===== src/rtl/alu_seq_pkg.sv =====
// Shared encodings for the ALU internal-operation sequencer: op codes,
// FSM states and the active-low {MOV, INC_DEC, DEC} strobe patterns.
package alu_seq_pkg;

  localparam logic [1:0] OP_MOV  = 2'b00;
  localparam logic [1:0] OP_INC  = 2'b01;
  localparam logic [1:0] OP_DEC  = 2'b10;
  localparam logic [1:0] OP_RSVD = 2'b11;

  typedef enum logic [1:0] {
    ST_IDLE = 2'b00,
    ST_RUN  = 2'b01,
    ST_DONE = 2'b10
  } state_t;

  // Bit order: {INTERNAL_MOV, INTERNAL_INC_DEC, INTERNAL_DEC}, all active-low.
  localparam logic [2:0] PAT_IDLE = 3'b111;
  localparam logic [2:0] PAT_MOV  = 3'b011;
  localparam logic [2:0] PAT_INC  = 3'b001;
  localparam logic [2:0] PAT_DEC  = 3'b000;

endpackage


===== src/rtl/alu_strobe_enc.sv =====
// Combinational op -> {MOV, INC_DEC, DEC} strobe pattern. The reserved op
// maps to the all-high pattern so an illegal strobe combination can never
// come out of this encoder.
module alu_strobe_enc
  import alu_seq_pkg::*;
(
  input  logic [1:0] op,
  output logic [2:0] pat
);

  // Map each legal op onto its fixed strobe pattern.
  always_comb begin
    pat = PAT_IDLE;
    case (op)
      OP_MOV:  pat = PAT_MOV;
      OP_INC:  pat = PAT_INC;
      OP_DEC:  pat = PAT_DEC;
      default: pat = PAT_IDLE;
    endcase
  end

endmodule


===== src/rtl/alu_internal_seq.sv =====
// ALU internal-operation sequencer. Accepts one request over valid/ready,
// replays the active-low strobe pattern for req_cnt+1 cycles, then pulses
// done (and err for a reserved op). All outputs except req_ready are
// registered. Optional feature macro: ALU_SEQ_ABORT_EN adds an abort input
// that ends a RUN early.
module alu_internal_seq
  import alu_seq_pkg::*;
#(
  parameter int CNT_W = 2
) (
  input  logic             clk,
  input  logic             rst_n,
  input  logic             req_valid,
  output logic             req_ready,
  input  logic [1:0]       req_op,
  input  logic             req_addr,
  input  logic [CNT_W-1:0] req_cnt,
`ifdef ALU_SEQ_ABORT_EN
  input  logic             abort,
`endif
  output logic             INTERNAL_MOV,
  output logic             ADDRESS_MODE,
  output logic             INTERNAL_INC_DEC,
  output logic             INTERNAL_DEC,
  output logic             busy,
  output logic             done,
  output logic             err
);

  state_t           state_q, state_d;
  logic [CNT_W-1:0] cnt_q, cnt_d;
  logic [2:0]       pat_q, pat_d;
  logic             addr_n_q, addr_n_d;
  logic             busy_q, busy_d;
  logic             done_q, done_d;
  logic             err_q, err_d;
  logic [2:0]       enc_pat;
  logic             abort_hit;

`ifdef ALU_SEQ_ABORT_EN
  assign abort_hit = abort;
`else
  assign abort_hit = 1'b0;
`endif

  alu_strobe_enc u_enc (
    .op  (req_op),
    .pat (enc_pat)
  );

  assign req_ready = (state_q == ST_IDLE);

  // Next-state and next-output decode; the strobe register only ever loads
  // a legal pattern or all-high.
  always_comb begin
    // NOTE: every output of this block gets a default first so that no path
    // leaves a variable unassigned, which would otherwise infer a latch.
    state_d  = state_q;
    cnt_d    = cnt_q;
    pat_d    = PAT_IDLE;
    addr_n_d = 1'b1;
    done_d   = 1'b0;
    err_d    = 1'b0;
    case (state_q)
      ST_IDLE: begin
        if (req_valid) begin
          if (req_op == OP_RSVD) begin
            state_d = ST_DONE;
            done_d  = 1'b1;
            err_d   = 1'b1;
          end else begin
            state_d  = ST_RUN;
            cnt_d    = req_cnt;
            pat_d    = enc_pat;
            addr_n_d = ~req_addr;
          end
        end
      end
      ST_RUN: begin
        if (abort_hit || (cnt_q == '0)) begin
          state_d = ST_DONE;
          cnt_d   = '0;
          done_d  = 1'b1;
        end else begin
          cnt_d    = cnt_q - CNT_W'(1);
          pat_d    = pat_q;
          addr_n_d = addr_n_q;
        end
      end
      ST_DONE: state_d = ST_IDLE;
      default: state_d = ST_IDLE;
    endcase
    busy_d = (state_d != ST_IDLE);
  end

  // State and registered outputs, with synchronous active-low reset.
  always_ff @(posedge clk) begin
    // NOTE: sequential state uses non-blocking assignments so every register
    // samples the pre-edge values regardless of statement order.
    if (!rst_n) begin
      state_q  <= ST_IDLE;
      cnt_q    <= '0;
      pat_q    <= PAT_IDLE;
      addr_n_q <= 1'b1;
      busy_q   <= 1'b0;
      done_q   <= 1'b0;
      err_q    <= 1'b0;
    end else begin
      state_q  <= state_d;
      cnt_q    <= cnt_d;
      pat_q    <= pat_d;
      addr_n_q <= addr_n_d;
      busy_q   <= busy_d;
      done_q   <= done_d;
      err_q    <= err_d;
    end
  end

  assign INTERNAL_MOV     = pat_q[2];
  assign INTERNAL_INC_DEC = pat_q[1];
  assign INTERNAL_DEC     = pat_q[0];
  assign ADDRESS_MODE     = addr_n_q;
  assign busy             = busy_q;
  assign done             = done_q;
  assign err              = err_q;

endmodule


===== config.mk =====
export PLATFORM = sky130hd
export DESIGN_NAME = alu_internal_seq
export DESIGN_NICKNAME = d
export VERILOG_FILES = /design/src/rtl/alu_seq_pkg.sv /design/src/rtl/alu_strobe_enc.sv /design/src/rtl/alu_internal_seq.sv
export SDC_FILE = /design/constraint.sdc
export NUM_CORES = 1
export LEC_CHECK = 0
export BUFFER_PORTS_ARGS = -buffer_cell sky130_fd_sc_hd__clkbuf_2
export CORE_MARGIN = 3
export CORE_UTILIZATION = 30
export CTS_CLUSTER_SIZE = 12
export DETAILED_ROUTE_END_ITERATION = 8
export PLACE_DENSITY = 0.56
export SYNTH_ARGS = -nofsm -noshare
export SYNTH_HDL_FRONTEND = slang
export SYNTH_HIERARCHICAL = 1
export SYNTH_SLANG_ARGS = --single-unit

===== constraint.sdc =====
create_clock -name clk -period 1.62 [get_ports clk]
set_clock_uncertainty 0.1 [all_clocks]
set_input_delay 0 -clock clk [delete_from_list [all_inputs] [get_ports clk]]
set_output_delay 0 -clock clk [all_outputs]
set_load 0.02 [all_outputs]

==> results.toml <==
[timing]
timing.final.max_slew_violations = 0
hold_violations = 0
tns_ns = 0
relSlewSlack = 0.787
rsz0062_at_grt = "false"
worst_pin_slew_ns = 0.319
finalCriticalPeriod_ns = 1.40
setup_violations = 0
fin_crit_sh = 0.867
timing.fmax_ghz = 0.712

[logic_synthesis]
synth_top_area_share = 0.474
synth_cell_type_count = 24
yosysSeqAreaShare = 0.474
synth-edff-count = 0
synth_top_family_by_area = "simple AND/OR/NAND/NOR gates"
synthXorXnorAreaFrac = 0
ys.flop_type = "dfxtp_1"
yosys_warnings = 6
syn-cell-area_um2 = 464
synth.area.top_cells = "dfxtp_1 47%, o22a_1 5.7%, ha_1 5.4%"
yosys.area_share.simple = 0.226
synth.most_common_cell = "dfxtp_1"
yosys_register_bits = 11
synthAdderAreaFrac = 0.0539
synth_compound_area_frac = 0.205
synthTopCellsByCount = "11 x dfxtp_1, 5 x inv_1, 4 x nor2_1"
synth-async-reset-ratio = 0
yosysTopAreaCell = "dfxtp_1"
synth_area_per_cell_um2 = 9.88
synth_nets = 57
synth.mux.area_fraction = 0
syn_inst = 47

[floorplanning]
io_pins = 16
die_h_um = 45.3
die_area_mm2 = 0.00206
start_util = 0.336
coreArea_mm2 = 0.00138
num_rows = 13
die_w_um = 45.3

[setup_path]
timing.rr.end = "cnt_q[0]$_SDFFE_PN0P_"
critPathKind = "input port to register"
crit_arrival_ns = 1.50
reg2regPathDepth = 3
reg2reg_from = "state_q[1]$_SDFF_PN0_"
cp-start-kind = "input port"
r2r_setup_slack_ns = 0.24
startpoint = "req_op[1]"
crit_end = "cnt_q[0]$_SDFFE_PN0P_"
worst-path-max-fanout = 5
critPathRequiredTime_ns = 1.72
end_kind = "register"

[route]
vias = 412
drt_first_pass_iters = 4
antenna_left = 0
vias_per_cell = 4.68
drc_errors = 0
wl_um = 982
drtIter0Drc = 8
wl_per_cell_um = 11.2

[clock_tree]
clock-sinks = 11
clockBufferDepth = 2
clk_pin_slew_worst_paths_ns = 0.06
clk_latency_ns = 0.27
h-tree-depth = 1
cts-root-buf = "clkbuf_4"
numCtsBuffers = 3
cts_tree = "built"
postCtsSetupBuffers = 0

[layout]
fillers = 129
area_growth_pct = 40.4
n_antenna_cell = 0
layout.nets = 84
final_area_um2 = 652
drive_gt1_frac = 0.274
fin_cells = 88
final_util = 0.471

[grt]
grt_pass1_wl_um = 1650
overflow = 0
antenna_found_initial = 0
grt_pass1_vias = 380
grt_max_degree = 8
grt_util_all_layers = 0.120

[power]
power_density_mw_per_mm2 = 898
power.switching_uw = 154
p_leak_uw = 0.000285
fin_total_pwr_uw = 586
switching_share = 0.263
p_comb_frac = 0.176
seqPwrFrac = 0.511
peakVddDrop_mv = 0.484
clkPwrFrac = 0.313
p_int_uw = 431

[place]
dp_cells = 78
place.gp.congestion = 0.725
dp_hpwl_um = 743
io_buffers = 15
placed_area_um2 = 566

[outcome]
status = "complete, no violations"

[job]
drv_cap = 0

[worst_hold_path]
hold_class = "input port to register"
[logic make-up (layout without fill, tap and decap cells)]
family                   Yosys count  count (layout)
AO/OA/AOI/OAI                     12              12
adder cells (fa/ha/maj)            2               2
buffers and inverters              5              31
flip-flops                        11              11
AND/OR/NAND/NOR                   17              17
[worst max-delay path, cell delays in order]
cell and delay (ns):
dlygate4sd3_1 0.53, clkbuf_2 0.13, and2_1 0.19, or4_1 0.48, a31oi_1 0.18
[sequential cells by signal (all words and copies together) (netlist names)]
| register | count |
|---|---|
| ADDRESS_MODE | 1 |
| busy | 1 |
| cnt_q | 2 |
| done | 1 |
| err | 1 |
| pat_q | 3 |
| state_q | 2 |
[cell type report]
type / instances / area, um2 / share of cell area
inverter: 5 / 18.8 / 0.0288
clock buffer: 4 / 26.3 / 0.0403
tap: 15 / 18.8 / 0.0288
multi-input combinational: 31 / 225 / 0.345
sequential: 11 / 220 / 0.338
timing repair buffer: 22 / 143 / 0.219
[cells in the final DEF (no fill, tap or decap), types with 2 or more instances in the layout]
cell / instances
nor2_1: 4
o32ai_1: 2
o22a_1: 3
ha_1: 2
nand2_1: 2
inv_1: 5
nand2b_1: 2
clkbuf_2: 15
dfxtp_1: 11
dlygate4sd3_1: 6
clkbuf_4: 3
[power groups by stage]
stage / Clock, uW / Sequential [uW] / Combinational, uW
floorplan: 0 / 314 / 46.1
global placement: 0 / 305 / 92.0
detailed placement: 0 / 305 / 91.8
CTS: 195 / 299 / 103
global route: 202 / 302 / 114
finish: 183 / 299 / 103
[through the flow]
stage | setup WS, ns | hold WS, ns
2_1_floorplan | 0.345 | -0.00966
3_3_place_gp | 0.268 | 0.0772
3_5_place_dp | 0.262 | 0.0814
4_1_cts | 0.220 | 0.0105
5_1_grt | 0.152 | 0.0311
6_report | 0.216 | 0.0172
[layer usage]
| layer | wire length, um | track usage | vias to the layer above |
|---|---|---|---|
| met4 | 23 | 0.0702 | 0 |
| li1 | - | - | 225 |
| met5 | 0 | 0 | - |
| met1 | 486 | 0.143 | 170 |
| met3 | 69 | 0.0598 | 3 |
| met2 | 402 | 0.172 | 14 |
[repair_timing]
item | 4_1_cts | 5_1_grt
hold buffers | 6 | 0
endpoints found under the setup margin | 0 | 0
gates resized for setup | 0 | 0
endpoints found under the hold margin | 6 | 0
[how the worst min path moves through the flow]
stage	cells past startpoint	start	slack [ns]	to
floorplan	1	req_addr	-0.01	ADDRESS_MODE$_SDFFE_PN1P_
global placement	2	req_addr	0.08	ADDRESS_MODE$_SDFFE_PN1P_
detailed placement	2	req_addr	0.08	ADDRESS_MODE$_SDFFE_PN1P_
CTS	3	req_op[0]	0.01	state_q[1]$_SDFF_PN0_
global route	3	req_op[0]	0.03	done$_SDFF_PN0_
finish	3	req_op[0]	0.02	done$_SDFF_PN0_
(Power assumes the default switching activity.)
